===== config.mk =====
export PLATFORM = sky130hd
export DESIGN_NAME = accum_loop_unit_flat
export DESIGN_NICKNAME = d
export VERILOG_FILES = /design/src/rtl/accum_loop_unit_if.sv /design/src/rtl/accum_loop_unit.sv /design/src/flat_wrapper.sv
export SDC_FILE = /design/constraint.sdc
export NUM_CORES = 1
export LEC_CHECK = 0
export CAP_MARGIN = 10
export CORE_ASPECT_RATIO = 0.7
export CORE_MARGIN = 1.5
export CORE_UTILIZATION = 64
export DETAILED_ROUTE_END_ITERATION = 6
export DONT_BUFFER_PORTS = 1
export HOLD_SLACK_MARGIN = 0.15
export PLACE_DENSITY = 0.87
export REMOVE_ABC_BUFFERS = 1
export SYNTH_ARGS = -nofsm -noshare
export SYNTH_HDL_FRONTEND = slang
export SYNTH_SLANG_ARGS = --single-unit
export TNS_END_PERCENT = 1

===== constraint.sdc =====
create_clock -name clk -period 2.8 [get_ports clk]
set_clock_uncertainty 0.05 [all_clocks]
set_input_delay 0.28 -clock clk [delete_from_list [all_inputs] [get_ports clk]]
set_output_delay 0.28 -clock clk [all_outputs]
set_load 0.01 [all_outputs]

===== src/rtl/accum_loop_unit_if.sv =====
// Control/result bundle for accum_loop_unit: run request, loop bounds and per-iteration results.
interface accum_loop_unit_if #(
    parameter int DATA_W = 8,
    parameter int CNT_W  = 8
);
    logic              start;
    logic              abort;
    logic              mode;
    logic [CNT_W-1:0]  start_val;
    logic [CNT_W-1:0]  limit;
    logic [CNT_W-1:0]  step;
    logic [DATA_W-1:0] out_data;
    logic              out_valid;
    logic              busy;
    logic              done;
    logic              ovf;

    modport master (
        output start, abort, mode, start_val, limit, step,
        input  out_data, out_valid, busy, done, ovf
    );

    modport slave (
        input  start, abort, mode, start_val, limit, step,
        output out_data, out_valid, busy, done, ovf
    );
endinterface


===== src/rtl/accum_loop_unit.sv =====
// Counted loop engine: per iteration accumulates an arithmetic series (mode 0) or steps a
// Fibonacci pair (mode 1) and emits the running value; all outputs are registered.
module accum_loop_unit #(
    parameter int DATA_W = 8,
    parameter int CNT_W  = 8
) (
    input  logic               clk,
    input  logic               rst_n,
    accum_loop_unit_if.slave   bus
);
    localparam int SW = ((DATA_W > CNT_W) ? DATA_W : CNT_W) + 1;

    typedef enum logic [2:0] {
        IDLE, INIT, CHECK, ACC, CNT, EMIT, DONE
    } state_t;

    state_t            state_q;
    logic              mode_q;
    logic [CNT_W-1:0]  start_val_q;
    logic [CNT_W-1:0]  limit_q;
    logic [CNT_W-1:0]  step_q;
    logic [CNT_W-1:0]  cnt_q;
    logic [DATA_W-1:0] acc_a_q;
    logic [DATA_W-1:0] acc_b_q;
    logic              wrap_q;
    logic [DATA_W-1:0] out_data_q;
    logic              out_valid_q;
    logic              busy_q;
    logic              done_q;
    logic              ovf_q;

    logic [SW-1:0]     ser_sum;
    logic [DATA_W:0]   fib_sum;
    logic [CNT_W:0]    cnt_sum;
    logic [DATA_W-1:0] acc_a_d;
    logic [DATA_W-1:0] acc_b_d;
    logic              acc_carry_d;

    assign ser_sum = SW'(acc_a_q) + SW'(cnt_q);
    assign fib_sum = {1'b0, acc_a_q} + {1'b0, acc_b_q};
    assign cnt_sum = {1'b0, cnt_q} + {1'b0, step_q};

    // Next accumulator pair for the ACC state; carry is any bit above the DATA_W result.
    always_comb begin
        acc_a_d     = acc_a_q;
        acc_b_d     = acc_b_q;
        acc_carry_d = 1'b0;
        if (!mode_q) begin
            acc_a_d     = ser_sum[DATA_W-1:0];
            acc_carry_d = |ser_sum[SW-1:DATA_W];
        end else begin
            acc_a_d     = acc_b_q;
            acc_b_d     = fib_sum[DATA_W-1:0];
            acc_carry_d = fib_sum[DATA_W];
        end
    end

    always_ff @(posedge clk) begin
        if (!rst_n) begin
            state_q     <= IDLE;
            mode_q      <= 1'b0;
            start_val_q <= '0;
            limit_q     <= '0;
            step_q      <= '0;
            cnt_q       <= '0;
            acc_a_q     <= '0;
            acc_b_q     <= '0;
            wrap_q      <= 1'b0;
            out_data_q  <= '0;
            out_valid_q <= 1'b0;
            busy_q      <= 1'b0;
            done_q      <= 1'b0;
            ovf_q       <= 1'b0;
        end else begin
            out_valid_q <= 1'b0;
            done_q      <= 1'b0;
            if (state_q != IDLE && bus.abort) begin
                state_q <= IDLE;
                busy_q  <= 1'b0;
                wrap_q  <= 1'b0;
            end else begin
                case (state_q)
                    IDLE: begin
                        if (bus.start) begin
                            mode_q      <= bus.mode;
                            start_val_q <= bus.start_val;
                            limit_q     <= bus.limit;
                            step_q      <= (bus.step == '0) ? CNT_W'(1) : bus.step;
                            ovf_q       <= 1'b0;
                            wrap_q      <= 1'b0;
                            busy_q      <= 1'b1;
                            state_q     <= INIT;
                        end
                    end
                    INIT: begin
                        cnt_q   <= start_val_q;
                        acc_a_q <= '0;
                        acc_b_q <= mode_q ? DATA_W'(1) : '0;
                        state_q <= CHECK;
                    end
                    CHECK: begin
                        if (cnt_q <= limit_q) begin
                            state_q <= ACC;
                        end else begin
                            state_q <= DONE;
                            done_q  <= 1'b1;
                        end
                    end
                    ACC: begin
                        acc_a_q <= acc_a_d;
                        acc_b_q <= acc_b_d;
                        if (acc_carry_d) ovf_q <= 1'b1;
                        state_q <= CNT;
                    end
                    CNT: begin
                        // A counter carry is the only way out when limit is the maximum count.
                        cnt_q       <= cnt_sum[CNT_W-1:0];
                        if (cnt_sum[CNT_W]) wrap_q <= 1'b1;
                        out_data_q  <= acc_a_q;
                        out_valid_q <= 1'b1;
                        state_q     <= EMIT;
                    end
                    EMIT: begin
                        if (wrap_q) begin
                            state_q <= DONE;
                            done_q  <= 1'b1;
                        end else begin
                            state_q <= CHECK;
                        end
                    end
                    DONE: begin
                        wrap_q  <= 1'b0;
                        busy_q  <= 1'b0;
                        state_q <= IDLE;
                    end
                    default: begin
                        state_q <= IDLE;
                        busy_q  <= 1'b0;
                    end
                endcase
            end
        end
    end

    assign bus.out_data  = out_data_q;
    assign bus.out_valid = out_valid_q;
    assign bus.busy      = busy_q;
    assign bus.done      = done_q;
    assign bus.ovf       = ovf_q;
endmodule


===== src/flat_wrapper.sv =====
// flat-port wrapper written by rule: the top's interface ports become plain ports
module accum_loop_unit_flat 
#(
    parameter int DATA_W = 8,
    parameter int CNT_W  = 8
)
  (clk, rst_n, bus_start, bus_abort, bus_mode, bus_start_val, bus_limit, bus_step, bus_out_data, bus_out_valid, bus_busy, bus_done, bus_ovf);
  accum_loop_unit_if #(.DATA_W(DATA_W), .CNT_W(CNT_W)) bus_i ();
  input  logic clk;
  input  logic rst_n;
  input wire logic [$bits(bus_i.start)-1:0] bus_start;
  input wire logic [$bits(bus_i.abort)-1:0] bus_abort;
  input wire logic [$bits(bus_i.mode)-1:0] bus_mode;
  input wire logic [$bits(bus_i.start_val)-1:0] bus_start_val;
  input wire logic [$bits(bus_i.limit)-1:0] bus_limit;
  input wire logic [$bits(bus_i.step)-1:0] bus_step;
  output wire logic [$bits(bus_i.out_data)-1:0] bus_out_data;
  output wire logic [$bits(bus_i.out_valid)-1:0] bus_out_valid;
  output wire logic [$bits(bus_i.busy)-1:0] bus_busy;
  output wire logic [$bits(bus_i.done)-1:0] bus_done;
  output wire logic [$bits(bus_i.ovf)-1:0] bus_ovf;
  assign bus_i.start = bus_start;
  assign bus_i.abort = bus_abort;
  assign bus_i.mode = bus_mode;
  assign bus_i.start_val = bus_start_val;
  assign bus_i.limit = bus_limit;
  assign bus_i.step = bus_step;
  assign bus_out_data = bus_i.out_data;
  assign bus_out_valid = bus_i.out_valid;
  assign bus_busy = bus_i.busy;
  assign bus_done = bus_i.done;
  assign bus_ovf = bus_i.ovf;
  accum_loop_unit #(.DATA_W(DATA_W), .CNT_W(CNT_W)) u_core (.clk(clk), .rst_n(rst_n), .bus(bus_i));
endmodule

==> impl_metrics.json <==
{
  "status": "completed",
  "netlist_area_um2": 3750,
  "wl_per_cell_um": 17.2,
  "netlist-cell-type-count": 55,
  "grt.overflow.total": 0,
  "pwr-share-clk_pct": 27.8,
  "fp.dieH_um": 67.0,
  "worstPathRequired_ps": 2950,
  "crit_chain": "ha_1, fa_1, a211oi_1, o21bai_1, a21o_1, a2111oi_0, nor4_1",
  "critPathMaxStageDelay_ps": 470,
  "syn_to_final_growth_pct": 14.4,
  "vias": 3705,
  "die_area_um2": 6330,
  "htree_levels": 3,
  "power.density_nw_per_um2": 802,
  "yosysSeqAreaShare_pct": 34.7,
  "finalSetupTns_ps": 0,
  "slew_headroom_pct": 52.7,
  "hold_viol": 0,
  "grt_first_pass_wirelength_mm": 15.4,
  "post-route-util_pct": 75.3,
  "critPathKind": "flip-flop to flip-flop",
  "total_power_uw": 3440,
  "leakagePower_uw": 0.00170,
  "clk_pin_slew_ps": 70,
  "cts_setup_buffers": 0,
  "core_um2": 5700,
  "antenna_found_initial": 0,
  "numCtsBuffers": 9,
  "track_usage_pct": 32.3,
  "max-vdd-ir-drop_v": 0.000390,
  "tightest_slew_ps": 704,
  "cts_root_buf": "clkbuf_8",
  "place_congestion": 0.926,
  "maxCapViolations": 0,
  "ys.flop_type": "dfxtp_1",
  "switching_share_pct": 38.3,
  "timing.hold.ws_ps": 163,
  "final_cells": 581,
  "maxSlewViolCount": 0,
  "drive_above_1_share_pct": 5.93,
  "crit_fanout": 4,
  "row_count": 23,
  "num_antenna_cells": 0,
  "endpoint_kind": "flip-flop",
  "reg2reg_depth": 7,
  "cp_slowest_cell": "a2111oi_0",
  "fmax_mhz": 410,
  "detailed_place_hpwl_mm": 6.65,
  "dr.first_iter.drc_count": 340,
  "fillerInstances": 405,
  "firstDrtPassIters": 7,
  "clk_latency_ps": 340,
  "setup_violations": 0,
  "syn-instance-count": 478,
  "internal-power_uw": 2120,
  "crit_path_start_kind": "flip-flop",
  "port-buffer-count": 0,
  "synth_enable_flop_cells": 0,
  "switchingPower_uw": 1320,
  "worstPathArrival_ps": 2590,
  "cts_tree": "built",
  "die_w_um": 94.5,
  "seqPwrFrac_pct": 36.5,
  "dp_cells": 539,
  "viasPerCell": 6.38,
  "grt_pass1_vias": 3273,
  "yosysWarnings": 0,
  "drc": 0,
  "async_flop_share_pct": 0,
  "p_comb_share_pct": 35.7,
  "io_pins": 41,
  "hold_path.class": "primary input to flip-flop",
  "clock-sinks": 65,
  "initial_core_util_pct": 65.8,
  "antenna_left": 0,
  "synth_area_per_cell_um2": 7.84,
  "post-route-period-util_pct": 87.1,
  "grt_max_degree": 27,
  "drt_wl_total_mm": 9.97,
  "grt_setup_unrepaired": "no",
  "worst_hold_path.num_cells": 3,
  "min_period_ps": 2440,
  "clk_path_buf_depth": 2,
  "nets": 565,
  "ys_ff_latch": 65
}
kinds of logic (layout without fill, tap and decap cells):
logic type               count (synthesis)  count (layout)  share of synthesized area, %
buffers and inverters                   40              68                          4.64
flip-flops                              65              65                          34.7
AO/OA/AOI/OAI                          142             142                          23.1
AND/OR/NAND/NOR                        184             184                          22.3
XOR/XNOR                                 8               8                          1.87
adder cells (fa/ha/maj)                 35              35                          12.3
multiplexers                             4               4                          1.13
cell usage in the layout (no fill, tap or decap), types with 3 or more instances in the layout:
cell type,n
nand3_1,17
nand2b_1,4
fa_1,3
a311oi_1,3
nor3_1,7
xor2_1,7
nor4_1,4
dlygate4sd3_1,26
nand2_1,99
a211oi_1,9
clkbuf_8,9
o211ai_1,6
o21a_1,5
nor2_1,26
nor2b_1,6
ha_1,32
o21ai_0,24
nand4_1,4
bufinv_16,3
a21o_1,4
a21oi_1,61
inv_1,19
o31ai_1,5
dfxtp_1,65
a31oi_1,6
buf_4,7
a2111oi_0,4
and2_1,3
power groups by stage:
stage | logic, uW | registers, uW | clock network [uW]
finish | 1230 | 1250 | 957
global route | 1360 | 1270 | 1000
CTS | 1180 | 1240 | 958
detailed placement | 1130 | 1260 | 0
global placement | 1090 | 1260 | 0
floorplan | 830 | 1230 | 0
Yosys cell counts, types with 2 or more instances:
| master | instances | area (um^2) |
|---|---|---|
| nand2_1 | 99 | 372 |
| dfxtp_1 | 65 | 1300 |
| a21oi_1 | 61 | 305 |
| ha_1 | 32 | 400 |
| nor2_1 | 26 | 97.6 |
| o21ai_0 | 24 | 120 |
| inv_1 | 19 | 71.3 |
| nand3_1 | 17 | 85.1 |
| clkbuf_1 | 10 | 37.5 |
| a211oi_1 | 9 | 67.6 |
| nor3_1 | 7 | 35.0 |
| xor2_1 | 7 | 61.3 |
| a31oi_1 | 6 | 37.5 |
| nor2b_1 | 6 | 37.5 |
| o211ai_1 | 6 | 45.0 |
| o21a_1 | 5 | 37.5 |
| o31ai_1 | 5 | 37.5 |
| a2111oi_0 | 4 | 35.0 |
| a21o_1 | 4 | 30.0 |
| buf_1 | 4 | 15.0 |
| buf_2 | 4 | 20.0 |
| nand2b_1 | 4 | 25.0 |
| nand4_1 | 4 | 25.0 |
| nor4_1 | 4 | 25.0 |
| a311oi_1 | 3 | 26.3 |
| and2_1 | 3 | 18.8 |
| fa_1 | 3 | 60.1 |
| a211o_1 | 2 | 17.5 |
| a32o_1 | 2 | 20.0 |
| buf_6 | 2 | 22.5 |
| mux2_2 | 2 | 22.5 |
| mux2i_1 | 2 | 20.0 |
| nand3b_1 | 2 | 15.0 |
| o21bai_1 | 2 | 15.0 |
| o22ai_1 | 2 | 12.5 |
| or3_1 | 2 | 12.5 |
state kept, by name (all words and copies together), names as in the netlist, 3 cells and up:
signal / cells
u_core.acc_a_q: 8
u_core.acc_b_q: 8
u_core.bus.out_data: 8
u_core.cnt_q: 8
u_core.limit_q: 8
u_core.start_val_q: 8
u_core.step_q: 8
u_core.state_q: 3
timing repair:
action / 4_1_cts / 5_1_grt
setup endpoints to repair: 0 / 0
endpoints found under the hold margin: 37 / 0
hold buffers: 26 / 0
resized for setup: 0 / 0
metal layers:
layer	wire length, um	GRT usage [%]	share of wire (%)
met1	4340	42.7	43
met2	4390	50.2	44
met3	1040	8.45	10
met4	209	12.9	2.1
met5	0	0	0
worst max-delay path, delay by kind of cell (launching register included):
kind,cells,cell delay (ps)
AND/OR/NAND/NOR,1,110
AO/OA/AOI/OAI,4,1130
adder cells (fa/ha/maj),2,670
flip-flops,1,340
cell type report:
type | instances | area, um^2 | area share, %
multi-input combinational | 373 | 2270 | 53.0
sequential | 65 | 1300 | 30.3
timing repair buffer | 33 | 313 | 7.30
clock buffer | 11 | 131 | 3.06
clock inverter | 5 | 104 | 2.42
tap | 75 | 93.8 | 2.19
inverter | 19 | 71.3 | 1.66
path summary, 6_finish.rpt:
check	from	end	slack, ps
worst min register to register	u_core.start_val_q[0]	u_core.start_val_q[0]	410
worst max-delay path	u_core.cnt_q[0]	u_core.wrap_q	360
worst min-delay path	bus_abort	u_core.acc_a_q[2]	160
worst max register to register	u_core.cnt_q[0]	u_core.wrap_q	360
metrics by stage:
step	area [um^2]	setup WS, ps
floorplan	3650	662
global placement	3790	511
detailed placement	3790	434
CTS	4290	420
global route	4290	219
finish	4290	362
Note: power is estimated with default switching activity, not from simulation.
